## config.mk

```make
export PLATFORM = sky130hd
export DESIGN_NAME = id_ex_stage
export DESIGN_NICKNAME = d
export VERILOG_FILES = /design/src/rtl/riscv_pkg.sv /design/src/rtl/hazard_detect.sv /design/src/rtl/id_ex_stage.sv
export SDC_FILE = /design/constraint.sdc
export NUM_CORES = 1
export LEC_CHECK = 0
export BUFFER_PORTS_ARGS = -buffer_cell sky130_fd_sc_hd__buf_2
export CAP_MARGIN = 20
export CORE_AREA = 3 3 135 137
export DETAILED_ROUTE_END_ITERATION = 8
export DIE_AREA = 0 0 138 140
export GPL_ROUTABILITY_DRIVEN = 0
export PLACE_DENSITY = 0.72
export SETUP_SLACK_MARGIN = 0.3
export SLEW_MARGIN = 10
export SYNTH_ARGS = -nofsm -noshare
export SYNTH_HDL_FRONTEND = slang
export SYNTH_SLANG_ARGS = --single-unit
```

## constraint.sdc

```tcl
create_clock -name clk -period 5.3 [get_ports clk]
set_input_delay 0.795 -clock clk [delete_from_list [all_inputs] [get_ports clk]]
set_output_delay 0.795 -clock clk [all_outputs]
set_load 0.01 [all_outputs]
```

## src/rtl/riscv_pkg.sv

```systemverilog
// Shared RV32I decode constants and the ID/EX bundle types.
// Imported by the ID/EX boundary and its hazard unit.
package riscv_pkg;

    localparam logic [6:0] OPC_OP     = 7'b0110011;
    localparam logic [6:0] OPC_LOAD   = 7'b0000011;
    localparam logic [6:0] OPC_OP_IMM = 7'b0010011;
    localparam logic [6:0] OPC_JALR   = 7'b1100111;
    localparam logic [6:0] OPC_STORE  = 7'b0100011;

    localparam logic [1:0] ALUOP_ADD   = 2'b00;
    localparam logic [1:0] ALUOP_FUNCT = 2'b10;

    typedef struct packed {
        logic       alusrc;
        logic       memtoreg;
        logic       regwrite;
        logic       memread;
        logic       memwrite;
        logic [1:0] aluop;
    } id_ex_ctrl_t;

    typedef struct packed {
        logic [4:0] rs1;
        logic [4:0] rs2;
        logic [4:0] rd;
        logic [2:0] funct3;
        logic       funct7_5;
    } id_ex_data_t;

    // R-type and stores read rs2; immediate forms do not.
    function automatic logic uses_rs2(input logic alusrc,
                                      input logic memwrite);
        return !alusrc | memwrite;
    endfunction

endpackage

```

## src/rtl/hazard_detect.sv

```systemverilog
// Load-use detection between the ID instruction and the load in EX.
// Purely combinational.
module hazard_detect
    import riscv_pkg::*;
(
    input  logic       i_id_valid,
    input  logic [4:0] i_id_rs1,
    input  logic [4:0] i_id_rs2,
    input  logic       i_id_alusrc,
    input  logic       i_id_memwrite,
    input  logic       i_ex_valid,
    input  logic       i_ex_memread,
    input  logic       i_ex_regwrite,
    input  logic [4:0] i_ex_rd,
    output logic       o_uses_rs2,
    output logic       o_load_use
);

    logic w_ex_load;
    logic w_rs1_hit;
    logic w_rs2_hit;

    assign o_uses_rs2 = uses_rs2(i_id_alusrc, i_id_memwrite);

    assign w_ex_load = i_ex_valid & i_ex_memread & i_ex_regwrite
                     & (i_ex_rd != 5'd0);
    assign w_rs1_hit = (i_ex_rd == i_id_rs1);
    assign w_rs2_hit = o_uses_rs2 & (i_ex_rd == i_id_rs2);

    assign o_load_use = i_id_valid & w_ex_load & (w_rs1_hit | w_rs2_hit);

endmodule

```

## src/rtl/id_ex_stage.sv

```systemverilog
// ID/EX pipeline register with load-use bubbles, EX backpressure,
// branch flush and a saturating stall-cycle counter.
module id_ex_stage
    import riscv_pkg::*;
#(
    parameter int XLEN  = 32,
    parameter int CNT_W = 32
) (
    input  logic             clk,
    input  logic             rst,
    input  logic             id_valid,
    input  logic [XLEN-1:0]  id_pc,
    input  logic [4:0]       id_rs1,
    input  logic [4:0]       id_rs2,
    input  logic [4:0]       id_rd,
    input  logic [XLEN-1:0]  id_rs1_data,
    input  logic [XLEN-1:0]  id_rs2_data,
    input  logic [XLEN-1:0]  id_imm,
    input  logic [2:0]       id_funct3,
    input  logic             id_funct7_5,
    input  logic             id_alusrc,
    input  logic             id_memtoreg,
    input  logic             id_regwrite,
    input  logic             id_memread,
    input  logic             id_memwrite,
    input  logic [1:0]       id_aluop,
    input  logic             flush,
    input  logic             ex_ready,
    output logic             ex_valid,
    output logic [XLEN-1:0]  ex_pc,
    output logic [XLEN-1:0]  ex_rs1_data,
    output logic [XLEN-1:0]  ex_rs2_data,
    output logic [XLEN-1:0]  ex_imm,
    output logic [4:0]       ex_rs1,
    output logic [4:0]       ex_rs2,
    output logic [4:0]       ex_rd,
    output logic [2:0]       ex_funct3,
    output logic             ex_funct7_5,
    output logic             ex_alusrc,
    output logic             ex_memtoreg,
    output logic             ex_regwrite,
    output logic             ex_memread,
    output logic             ex_memwrite,
    output logic [1:0]       ex_aluop,
    output logic             id_stall,
    output logic [CNT_W-1:0] stall_cycles
);

    logic             r_valid;
    logic [XLEN-1:0]  r_pc;
    logic [XLEN-1:0]  r_rs1_data;
    logic [XLEN-1:0]  r_rs2_data;
    logic [XLEN-1:0]  r_imm;
    id_ex_ctrl_t      r_ctrl;
    id_ex_data_t      r_data;
    logic [CNT_W-1:0] r_stall_cnt;

    id_ex_ctrl_t w_id_ctrl;
    id_ex_data_t w_id_data;
    logic        w_advance;
    logic        w_load_use;
    logic        w_uses_rs2;
    logic        w_bubble;
    logic        w_cnt_max;

    assign w_id_ctrl = '{alusrc:   id_alusrc,
                         memtoreg: id_memtoreg,
                         regwrite: id_regwrite,
                         memread:  id_memread,
                         memwrite: id_memwrite,
                         aluop:    id_aluop};

    assign w_id_data = '{rs1:      id_rs1,
                         rs2:      id_rs2,
                         rd:       id_rd,
                         funct3:   id_funct3,
                         funct7_5: id_funct7_5};

    hazard_detect u_hazard (
        .i_id_valid    (id_valid),
        .i_id_rs1      (id_rs1),
        .i_id_rs2      (id_rs2),
        .i_id_alusrc   (id_alusrc),
        .i_id_memwrite (id_memwrite),
        .i_ex_valid    (r_valid),
        .i_ex_memread  (r_ctrl.memread),
        .i_ex_regwrite (r_ctrl.regwrite),
        .i_ex_rd       (r_data.rd),
        .o_uses_rs2    (w_uses_rs2),
        .o_load_use    (w_load_use)
    );

    assign w_advance = !r_valid | ex_ready;
    assign w_bubble  = flush | w_load_use | !id_valid;
    assign id_stall  = !flush & id_valid & (w_load_use | !w_advance);
    assign w_cnt_max = &r_stall_cnt;

    // Bubbles zero every field so no side effect can leak into EX.
    always_ff @(posedge clk) begin
        if (rst) begin
            r_valid    <= 1'b0;
            r_pc       <= '0;
            r_rs1_data <= '0;
            r_rs2_data <= '0;
            r_imm      <= '0;
            r_ctrl     <= '0;
            r_data     <= '0;
        end else if (w_advance) begin
            if (w_bubble) begin
                r_valid    <= 1'b0;
                r_pc       <= '0;
                r_rs1_data <= '0;
                r_rs2_data <= '0;
                r_imm      <= '0;
                r_ctrl     <= '0;
                r_data     <= '0;
            end else begin
                r_valid    <= 1'b1;
                r_pc       <= id_pc;
                r_rs1_data <= id_rs1_data;
                r_rs2_data <= id_rs2_data;
                r_imm      <= id_imm;
                r_ctrl     <= w_id_ctrl;
                r_data     <= w_id_data;
            end
        end
    end

    always_ff @(posedge clk) begin
        if (rst) begin
            r_stall_cnt <= '0;
        end else if (id_stall && !w_cnt_max) begin
            r_stall_cnt <= r_stall_cnt + CNT_W'(1);
        end
    end

    assign ex_valid     = r_valid;
    assign ex_pc        = r_pc;
    assign ex_rs1_data  = r_rs1_data;
    assign ex_rs2_data  = r_rs2_data;
    assign ex_imm       = r_imm;
    assign ex_rs1       = r_data.rs1;
    assign ex_rs2       = r_data.rs2;
    assign ex_rd        = r_data.rd;
    assign ex_funct3    = r_data.funct3;
    assign ex_funct7_5  = r_data.funct7_5;
    assign ex_alusrc    = r_ctrl.alusrc;
    assign ex_memtoreg  = r_ctrl.memtoreg;
    assign ex_regwrite  = r_ctrl.regwrite;
    assign ex_memread   = r_ctrl.memread;
    assign ex_memwrite  = r_ctrl.memwrite;
    assign ex_aluop     = r_ctrl.aluop;
    assign stall_cycles = r_stall_cnt;

    logic w_unused;
    assign w_unused = w_uses_rs2;

endmodule

```

After elaboration in Yosys (flattened, before gate mapping)
Index checks and enable logic that the tools add are counted.
{ "word_totals": {"register_bits": 187, "latch_bits": 0, "ram_bits": 0, "mem_bits_ro": 0, "input_bits": 159, "output_inout_bits": 188, "wordCells": 50, "n_memories": 0} }
{ "classes": {"n_addsub": 1, "n_mul": 0, "div": 0, "order_cmp": 0, "n_eq_ne": 2, "n_shift": 0, "n_mux": 7, "bitwise": 14, "reduce_logical": 9} }
{ "ops": {"columns": ["op", "count"], "rows": [
  ["two-way mux 32 bit", 4],
  ["adder 32 x 1 -> 32 bit (second input constant)", 1],
  ["AND reduction 32 bit", 1],
  ["two-way mux 19 bit", 1],
  ["== test 5 bit", 2],
  ["AND 1 bit", 8],
  ["two-way mux 7 bit", 1],
  ["logical NOT 1 bit", 6],
  ["bitwise OR 1 bit", 6],
  ["nonzero test 5 bit", 1],
  ["logical AND 1 bit", 1],
  ["two-way mux 1 bit", 1]
]} }

Depth between registers and ports, before layout
Gate-level depths: netlist (run 1).
{ "logic_depth": {"word_depth": 8, "mapped_depth": 9, "mapped_depth_nobuf": 7} }

Modules after synthesis
Synthesis (run 1) repeated with hierarchy kept, for this count alone.
{ "unflattened": {"hier_cells": 753, "area_unflattened_um2": 7063.0} }
{ "by_module_without_submodules": {"columns": ["module", "instances", "cells_per_inst", "area_per_inst_um2", "seq_area_each_um2"], "rows": [
  ["id_ex_stage", 1, 734, 6917.9, 3743.6],
  ["hazard_detect", 1, 19, 145.1, 0.0]
]} }

Worst setup path after synthesis (run 1)
No wires, ideal clock.
{ "synth_path": {"path_type": "input port to output port", "from": "input id_rs2[1]", "to": "output id_stall", "arrival_time_ps": 1918, "t_required_ps": 4505, "slack_ps": 2587, "cell_stages": 7, "n_path_buf": 2, "path_cell_list": "xnor2_1 -> o21ai_1 -> o22ai_2 -> a31oi_1 -> buf_2 -> buf_2 -> inv_1"} }
{ "synth_between": {"elab_chain_cells": 6} }
{ "synth_lines": {"columns": ["item", "line", "text"], "rows": [
  ["start: declaration", "id_ex_stage.sv:14", "input logic [4:0] id_rs2,"],
  ["== test 5 bit", "hazard_detect.sv:28", "assign w_rs2_hit = o_uses_rs2 & (i_ex_rd == i_id_rs2);"],
  ["AND 1 bit", "hazard_detect.sv:28", null],
  ["bitwise OR 1 bit", "hazard_detect.sv:30", "assign o_load_use = i_id_valid & w_ex_load & (w_rs1_hit | w_rs2_hit);"],
  ["AND 1 bit", "hazard_detect.sv:30", null],
  ["bitwise OR 1 bit", "id_ex_stage.sv:95", "assign id_stall = !flush & id_valid & (w_load_use | !w_advance);"],
  ["AND 1 bit", "id_ex_stage.sv:95", null],
  ["end: declaration", "id_ex_stage.sv:45", "output logic id_stall,"]
]} }
No other way between the ends.

Worst setup path after layout (run 1)
Ends and elaborated chain as after synthesis.

==> metrics, run 1 <==
dominant combinational cell family by area after synthesis compound AO/OA/AOI/OAI gates; core area 17200 um^2; total wire length between 20 and 25 mm; setup repair after global routing missed its margin false; count of instances resized after the clock tree is built 0; biggest area contributors in the synthesized netlist sky130_fd_sc_hd__dfxtp_1 53%, sky130_fd_sc_hd__a22oi_1 16%, sky130_fd_sc_hd__nor2_1 8.9%; cell at the root of the clock tree sky130_fd_sc_hd__clkbuf_16; maximum clock path buffer count 2; Worst-Skew Late Latency around 0.42 ns; critical path data required time ~4.5 ns; Total Negative Setup Slacks 0 ns; initial core utilization roughly two fifths; number of vias in the routed layout between 6000 and 7000; Most used DFF post-synth sky130_fd_sc_hd__dfxtp_1; fin crit share 56.9%; number of DRC violations after detailed routing 0; clock buffer count from CTS 17; worst reg2reg path depth 7; Hold Buf Count CTS 0; status complete, no violations; average wire per cell in the routed design ~16 um; Buffers on Ports around 350; average cell area after synthesis between 9 and 10 um^2; Post-synth EDFFs 0; signed area change from the synthesized netlist to the final layout 34.7%; part of the Yosys area used for sequential elements between 50% and 60%; worst setup path end id_stall; Layout Skew 0.0108 ns; worst reg2reg path startpoint stall_cycles[6]; number of antenna violations at the first check in global routing 0; Routed Antenna Nets 0; cell chain of the critical path buf_2, xnor2_1, o21ai_1, o22ai_2, a31oi_4, buf_4, inv_1, buf_2; Tot Pwr between 3 and 4 mW; max-cap viol count 0; Power Density ~320 nW/um^2; global-route wire length before repair 33.9 mm; detail-routed via count per cell 5.30; peak ir drop on the vdd network approximately 0.22 mV; number of nets in the final layout 1213; cell count after synthesis 748; CTS tree built; Crit path top cell by count sky130_fd_sc_hd__buf_2; hold_sp stall_cycles[22]; fraction of the mapped netlist area in compound gates 22.2%; Tot GR Track Use around a fifth; largest net degree at the start of global routing around 130; Die ar. between 15000 and 20000 um^2; Critical Path Start Type input pin; synth cell count leaders 187 x sky130_fd_sc_hd__dfxtp_1, 166 x sky130_fd_sc_hd__nor2_1, 154 x sky130_fd_sc_hd__a22oi_1, 48 x sky130_fd_sc_hd__clkbuf_1, 28 x sky130_fd_sc_hd__a21oi_1; Sink Count 187; minimum clock period after layout 3.02 ns; number of iterations in the first detailed-routing pass 5; count of endpoints failing hold in the final timing report 0; via count of the first global-routing pass ~6500; Clk pin slew, worst setup/hold paths about 0.07 ns; post-detail-place hpwl approximately 15 mm; fraction of layout instances using a drive strength above 1 37.4%; Critical-path top delay cell sky130_fd_sc_hd__buf_4; num rows 48; starting DRC count in detailed routing 579; r2r setup slk roughly 2.6 ns; highest achievable clock rate between 0.3 and 0.4 GHz; Synth async-reset ratio 0%; critical path startpoint id_rs2[1]; number of synthesized register bits 187; CP Capture Type primary output; final setup fails 0; global-route congestion overflow total 0; most area-hungry cell type in the Yosys netlist sky130_fd_sc_hd__dfxtp_1; Crit path largest cell delay roughly 0.47 ns; Core Util, Final a little over half; static leakage about 4.3 nW; final antenna diode count 0; number of placed I/O pins ~350; simple-gate area share of the yosys netlist around 18%; class of the worst hold path reg2reg; CTS H-Tree Depth 4; Yosys top cell area share a little over half; Post-Synthesis Net Count between 900 and 1000; transition time at the pin with the least slew margin 0.938 ns; Mapped Area about 7000 um^2; endpoint of the most critical register-to-register path stall_cycles[8]; most numerous cell in the Yosys netlist sky130_fd_sc_hd__dfxtp_1; mux cell area share after synthesis less than 1%; adder-cell area share of the yosys netlist less than 1%; arrival time worst endpoint 2.22 ns; CP max FO 60; Ys Warns 0; width of the die between 100 and 150 um; xor/xnor share of the synthesized area ~1.2%; max_slew headroom 37.5%; number of distinct library cell variants in the gate-level netlist after synthesis 44; max-slew violation total from the final report 0; Critical Setup Path Class in2out; number of buffers added for setup after CTS 0; die height roughly 140 um
[layer usage]
metal	wire, um	share of wire (%)	GRT usage, %
met5	0	0	0
met4	469	2.2	7.12
met3	1600	7.5	6.35
met2	10300	49	34.6
met1	8830	42	26.3
[cell families after synthesis]
kind of cell / count (synthesis)
AOI/OAI and AO/OA: 216
buffers and inverters: 73
DFF: 187
xor gates and xnor gates: 10
muxes: 4
and+or+nand+nor: 257
adders and majority gates: 1
[flip-flops by register name, summed over array words and instances (netlist names)]
name / flops
ex_imm: 32
ex_pc: 32
ex_rs1_data: 32
ex_rs2_data: 32
stall_cycles: 32
ex_rd: 5
ex_rs1: 5
ex_rs2: 5
ex_funct3: 3
ex_aluop: 2
ex_alusrc: 1
ex_funct7_5: 1
ex_memread: 1
ex_memtoreg: 1
ex_memwrite: 1
ex_regwrite: 1
ex_valid: 1
[how the worst min path moves through the flow]
stage                                   to  depth (start not counted)
after detailed placement  stall_cycles[27]                          2
after CTS                  ex_rs2_data[14]                          2
after global placement    stall_cycles[22]                          2
after floorplan           stall_cycles[22]                          2
after global routing       ex_rs1_data[13]                          2
final                     stall_cycles[22]                          2
[metrics by stage]
stage | std cells | setup WS, ns | hold slack (ns) | area [um^2]
global placement | 1259 | 2.24 | 0.482 | 8830
floorplan | 748 | 2.59 | 0.504 | 7010
global route | 1290 | 2.11 | 0.528 | 9450
CTS | 1290 | 2.27 | 0.507 | 9450
detailed placement | 1259 | 2.21 | 0.487 | 8830
finish | 1290 | 2.28 | 0.498 | 9450
[report_power, final]
group / switching [mW] / total, mW / internal, mW
Sequential: 0.0194 / 1.46 / 1.44
Combinational: 0.134 / 0.234 / 0.100
Clock: 0.554 / 1.33 / 0.775
[layout make-up]
| class | count | area (um^2) |
|---|---|---|
| clock inverter | 11 | 158 |
| multi-input combinational | 488 | 2990 |
| timing repair buffer | 354 | 1800 |
| sequential | 187 | 3740 |
| inverter | 5 | 18.8 |
| fill | 1588 | 7730 |
| tap | 225 | 282 |
| clock buffer | 20 | 457 |
[worst max-delay path, delay by kind of cell]
| family | cells | cell delay (ns) |
|---|---|---|
| XOR/XNOR | 1 | 0.11 |
| buffers and inverters | 4 | 0.86 |
| AO/OA/AOI/OAI | 3 | 0.44 |
[cell usage in the layout, fill, tap and decap left out, drive strengths merged, types with 2 or more instances in the layout]
| cell type | netlist | routed |
|---|---|---|
| xnor2 | 10 | 10 |
| o21ai | 4 | 4 |
| nor3 | 3 | 3 |
| a211oi | 2 | 2 |
| nand2 | 13 | 13 |
| a21oi | 28 | 28 |
| or4b | 2 | 2 |
| a22oi | 154 | 154 |
| nor2 | 166 | 166 |
| dfxtp | 187 | 187 |
| mux2 | 4 | 4 |
| clkinv | 0 | 3 |
| o41ai | 2 | 2 |
| and2 | 3 | 3 |
| nand3 | 12 | 12 |
| and3 | 4 | 4 |
| inv | 5 | 9 |
| or3 | 2 | 2 |
| nand4 | 10 | 10 |
| buf | 20 | 354 |
| nor2b | 6 | 6 |
| and4 | 6 | 6 |
| clkbuf | 48 | 20 |
| or4 | 21 | 21 |
| nor4 | 4 | 4 |
| bufinv | 0 | 3 |
| o31ai | 21 | 21 |
Power figures use the tool's default switching activity.
==> run 2: changes to the inputs <==
Settings changed: CORE_AREA 3 3 135 137 to default, CORE_ASPECT_RATIO from default to 0.7, CORE_MARGIN from default to 3, CORE_UTILIZATION from default to 41, DIE_AREA 0 0 138 140 to default, PLACE_DENSITY 0.72 to 0.76.
Clock period 5.3 ns to 2.6 ns, I/O delays scaled along.
==> metrics, run 2 (synthesis results as in run 1) <==
setup repair after global routing missed its margin false; class of the worst hold path in2reg; Die ar. 18700 um^2; highest achievable clock rate about 0.46 GHz; Buffers on Ports 346; global-route wire length before repair roughly 33 mm; post-detail-place hpwl 14.7 mm; final setup fails 0; initial core utilization between 40 and 50%; Sink Count ~190; Critical Setup Path Class reg2reg; post-route met1 wirelength around 9.1 mm; total wire length about 21 mm; number of DRC violations after detailed routing 0; Total Negative Setup Slacks 0 ns; max-cap viol count 0; signed area change from the synthesized netlist to the final layout 37.5%; Critical Path Start Type flop; count of endpoints failing hold in the final timing report 0; fraction of layout instances using a drive strength above 1 a little under 40%; placed instance count 1268; Routed Antenna Nets 0; width of the die 162 um; transition time at the pin with the least slew margin about 0.74 ns; starting DRC count in detailed routing around 590; clock buffer count from CTS 17; worst reg2reg path startpoint ex_rd[4]; Clk pin slew, worst setup/hold paths 0.08 ns; Finished Cell Area a little under 10000 um^2; largest net degree at the start of global routing ~160; final std cells w/o fill 1305; worst hold endpoint ex_pc[15]; endpoint of the most critical register-to-register path stall_cycles[14]; arrival time worst endpoint approximately 2.5 ns; number of vias in the routed layout 6877; static leakage ~4.4 nW; peak ir drop on the vdd network 0.413 mV; max-slew violation total from the final report 0; Power Density around 620 nW/um^2; min setup slack post-route 0.424 ns; via count of the first global-routing pass about 6300; leading cell type in the layout, fill and taps excluded sky130_fd_sc_hd__buf_2; max_slew headroom a little over 50%; total length of routed met2 wires 10.2 mm; number of nets in the final layout 1226; num rows 39; CTS H-Tree Depth 4; CP Capture Type flop; Worst-Skew Late Latency 0.42 ns; global-route congestion overflow total 0; maximum clock path buffer count 2; max layer used met5; hold_sp id_pc[15]; core area roughly 17000 um^2; number of placed I/O pins about 350; critical path data required time 2.95 ns; worst reg2reg path depth 8; Post-Place Setup Slack around 0.13 ns; top library cells by usage in the layout, fill and taps aside 345 x sky130_fd_sc_hd__buf_2, 182 x sky130_fd_sc_hd__dfxtp_1, 166 x sky130_fd_sc_hd__nor2_1; average wire per cell in the routed design 16.3 um; detail-routed via count per cell 5.27; CP max FO 12; minimum clock period after layout ~2.2 ns; Tot GR Track Use 21.3%; number of antenna violations at the first check in global routing 2; routed length on met3 1.69 mm; r2r setup slk 0.42 ns; fin crit share a little over four fifths; Hold Crit Depth 3; CTS tree built; Hold Buf Count CTS 0; number of iterations in the first detailed-routing pass 5; status complete, no violations; cell at the root of the clock tree sky130_fd_sc_hd__clkbuf_16; die height between 100 and 150 um; cell area after placement 8960 um^2; Layout Skew approximately 0.013 ns
[run 2: changes by cell type in the layout (fill, tap and decap cells not counted), moves of 2 or more]
cell,change
sky130_fd_sc_hd__xnor2_1,-3
sky130_fd_sc_hd__xnor2_2,+3
sky130_fd_sc_hd__bufinv_16,-3
sky130_fd_sc_hd__clkinv_4,+2
sky130_fd_sc_hd__buf_4,+5
sky130_fd_sc_hd__dfxtp_2,+4
sky130_fd_sc_hd__buf_12,+6
sky130_fd_sc_hd__dfxtp_1,-5
sky130_fd_sc_hd__inv_8,+3
[run 2: worst max-delay path by stage]
stage	from	endpoint
CTS	ex_rd[4]	id_stall
global route	ex_rd[2]	stall_cycles[14]
detailed placement	id_rs2[4]	stall_cycles[24]
finish	ex_rd[4]	stall_cycles[14]
floorplan	ex_rd[0]	stall_cycles[16]
global placement	id_rs2[0]	stall_cycles[29]
[run 2: cell type report]
| type | instances | area [um^2] |
|---|---|---|
| flip-flops and latches | 187 | 3750 |
| multi-input cells | 489 | 3050 |
| fillers | 1464 | 6900 |
| clock inverters | 13 | 129 |
| well taps | 225 | 282 |
| inverters | 5 | 18.8 |
| clock buffers | 19 | 443 |
| repair buffers | 366 | 1970 |
| diodes | 1 | 2.50 |
[run 2: per-stage QoR]
stage / hold slack, ns / utilization (%) / total power [mW]
2_1_floorplan: 0.504 / - / 3.27
3_3_place_gp: 0.477 / 54.2 / 3.52
3_5_place_dp: 0.490 / 54.2 / 3.53
4_1_cts: 0.179 / 57.8 / 6.02
5_1_grt: 0.180 / 58.3 / 6.20
6_report: 0.197 / 58.3 / 5.97
[run 2: routing by layer]
layer / vias to the layer above / global-route usage (%)
met5: - / 0
met4: 2 / 5.80
met3: 22 / 7.00
met2: 235 / 34.0
met1: 3253 / 28.2
li1: 3365 / -
[run 2: what timing repair did]
action / 4_1_cts / 5_1_grt
pin swaps: 2 / 5
setup buffers: 1 / 2
setup endpoints to repair: 20 / 50
gates cloned: 1 / 0
resized for setup: 6 / 9
[run 2: report_power, final]
| group | total, mW | leakage [nW] | internal [mW] | switching [mW] |
|---|---|---|---|---|
| clock | 2.50 | 0.275 | 1.30 | 1.20 |
| sequential | 2.97 | 1.52 | 2.93 | 0.0392 |
| combinational | 0.505 | 2.58 | 0.222 | 0.282 |
[run 2: worst max-delay path, stage by stage, from the launching register on]
cell                      delay [ns]
sky130_fd_sc_hd__dfxtp_2        0.41
sky130_fd_sc_hd__xnor2_2        0.13
sky130_fd_sc_hd__nand4_1        0.16
sky130_fd_sc_hd__o22ai_4        0.22
sky130_fd_sc_hd__a31oi_4        0.17
sky130_fd_sc_hd__buf_12         0.19
sky130_fd_sc_hd__buf_4          0.16
sky130_fd_sc_hd__or4b_1         0.50
sky130_fd_sc_hd__a21oi_1        0.15
==> run 3: changes to the inputs <==
Settings changed: CORE_UTILIZATION 41 to 46, PLACE_DENSITY 0.76 to 0.8.
Clock period 2.6 ns to 2.2 ns, I/O delays scaled along.
==> metrics, run 3 (synthesis results as in run 1) <==
worst reg2reg path depth 8; combinational cell fraction of total power approximately an eighth; die height 109 um; detail-routed via count per cell about 5.8; r2r setup slk approximately 0.039 ns; max-cap viol count 0; post-detail-place hpwl between 15 and 20 mm; critical path startpoint ex_rd[1]; top library cells by usage in the layout, fill and taps aside 345 x sky130_fd_sc_hd__buf_2, 167 x sky130_fd_sc_hd__dfxtp_1, 164 x sky130_fd_sc_hd__nor2_1; CP Capture Type flop; Worst-Skew Late Latency 0.42 ns; status complete, no violations; number of antenna violations at the first check in global routing 2; number of iterations in the first detailed-routing pass 6; Sink Count 187; Total Negative Setup Slacks 0 ns; via count of the first global-routing pass 7245; global-route wire length before repair 38.7 mm; Critical Setup Path Class reg2reg; cell at the root of the clock tree sky130_fd_sc_hd__clkbuf_16; number of vias in the routed layout 7814; Finished Cell Area approximately 12000 um^2; final setup fails 0; clock buffer count from CTS 17; max-slew violation total from the final report 0; signed area change from the synthesized netlist to the final layout 65.7%; CP max FO 8; Hold Buf Count CTS 0; initial core utilization between 40 and 50%; peak ir drop on the vdd network 0.437 mV; critical path data required time 2.56 ns; Routed Antenna Nets 0; core area approximately 15000 um^2; clock share of power 40.7%; Layout Skew 0.0122 ns; Tot GR Track Use between 20 and 30%; Core Util, Final 78.5%; total wire length roughly 28 mm; Clk pin slew, worst setup/hold paths ~0.080 ns; starting DRC count in detailed routing approximately 730; maximum clock path buffer count 2; Critical Path Start Type flop; highest achievable clock rate about 0.46 GHz; setup repair after global routing missed its margin true; fin crit share 98.2%; Tot Pwr around 7.4 mW; Buffers on Ports between 300 and 400; relative contribution of sequential cells to total power 47.4%; width of the die around 150 um; worst reg2reg path startpoint ex_rd[1]; global-route congestion overflow total 0; switching power as a share of total power between 20% and 30%; fraction of layout instances using a drive strength above 1 56.5%; largest net degree at the start of global routing approximately 160; hold_sp id_pc[28]; leading cell type in the layout, fill and taps excluded sky130_fd_sc_hd__buf_2; class of the worst hold path in2reg; minimum clock period after layout about 2.2 ns; max_slew headroom roughly 40%; CTS tree built; average wire per cell in the routed design around 21 um; cell internal pwr about 5.4 mW; transition time at the pin with the least slew margin approximately 0.90 ns; worst setup path end stall_cycles[10]; CTS H-Tree Depth 4; cell area after placement slightly above 9000 um^2; Power Density roughly 640 nW/um^2; Die ar. roughly 17000 um^2; arrival time worst endpoint roughly 2.5 ns; count of endpoints failing hold in the final timing report 0; num rows 37; static leakage approximately 5.1 nW; switching power 1.99 mW; Hold Crit Depth 3; number of placed I/O pins ~350; number of nets in the final layout 1301; endpoint of the most critical register-to-register path stall_cycles[10]; number of DRC violations after detailed routing 0
-- run 3: cell count changes in the layout (fill, tap and decap cells not counted), moves of 11 or more --
cell                      delta
sky130_fd_sc_hd__a22oi_2    +79
sky130_fd_sc_hd__buf_12     +11
sky130_fd_sc_hd__buf_16     +12
sky130_fd_sc_hd__dfxtp_1    -15
sky130_fd_sc_hd__a22oi_1    -79
sky130_fd_sc_hd__a21oi_2    +13
sky130_fd_sc_hd__buf_4      +27
sky130_fd_sc_hd__a21oi_1    -12
-- run 3: area by class of cell --
class	instances	area, um^2
Sequential cell	187	3790
Clock buffer	18	439
Antenna cell	2	5.00
Inverter	5	23.8
Clock inverter	14	124
Fill cell	936	3190
Tap cell	195	244
Multi-Input combinational cell	488	3790
Timing Repair Buffer	442	3210
-- run 3: how the worst min path moves through the flow --
stage                             endpoint
after floorplan                   ex_rd[0]
after global placement     stall_cycles[9]
after detailed placement  stall_cycles[22]
after CTS                     ex_funct3[2]
after global routing             ex_pc[28]
final                            ex_pc[28]
-- run 3: power by group through the flow --
stage               clock [mW]  sequential, mW  combinational, mW
global placement             0            3.59              0.620
global route              3.16            3.52              0.945
floorplan                    0            3.63              0.239
CTS                       3.01            3.51              0.757
finish                    3.02            3.52              0.886
detailed placement           0            3.59              0.630
-- run 3: critical path: stages, from the launching register on --
cell and delay (ns):
sky130_fd_sc_hd__dfxtp_2 0.40, sky130_fd_sc_hd__xnor2_1 0.14, sky130_fd_sc_hd__o21ai_1 0.13, sky130_fd_sc_hd__o22ai_4 0.24, sky130_fd_sc_hd__a31oi_4 0.15, sky130_fd_sc_hd__buf_12 0.16, sky130_fd_sc_hd__buf_4 0.18, sky130_fd_sc_hd__or4_4 0.55
sky130_fd_sc_hd__a21oi_2 0.15
-- run 3: per-stage QoR --
step	setup WS (ns)	cells	hold WS, ns
final	0.0388	1351	0.146
after global routing	-0.0318	1351	0.137
after CTS	0.0755	1337	0.129
after detailed placement	0.0669	1266	0.487
after global placement	0.109	1266	0.475
after floorplan	0.298	748	0.478
-- run 3: repair_timing --
item	CTS	global route
cloned	17	9
endpoints found under the setup margin	54	187
resized for setup	69	149
pin swaps	56	69
endpoints found under the hold margin	0	0
setup buffers	22	3
-- run 3: per-layer routing --
layer | GRT usage, % | wire length [um] | part of all wire (%) | vias to the layer above
met1 | 35.8 | 10600 | 37 | 3798
li1 | - | - | - | 3538
met2 | 49.8 | 14600 | 51 | 415
met4 | 7.81 | 715 | 2.5 | 0
met3 | 7.63 | 2460 | 8.6 | 63
met5 | 0 | 0 | 0 | -
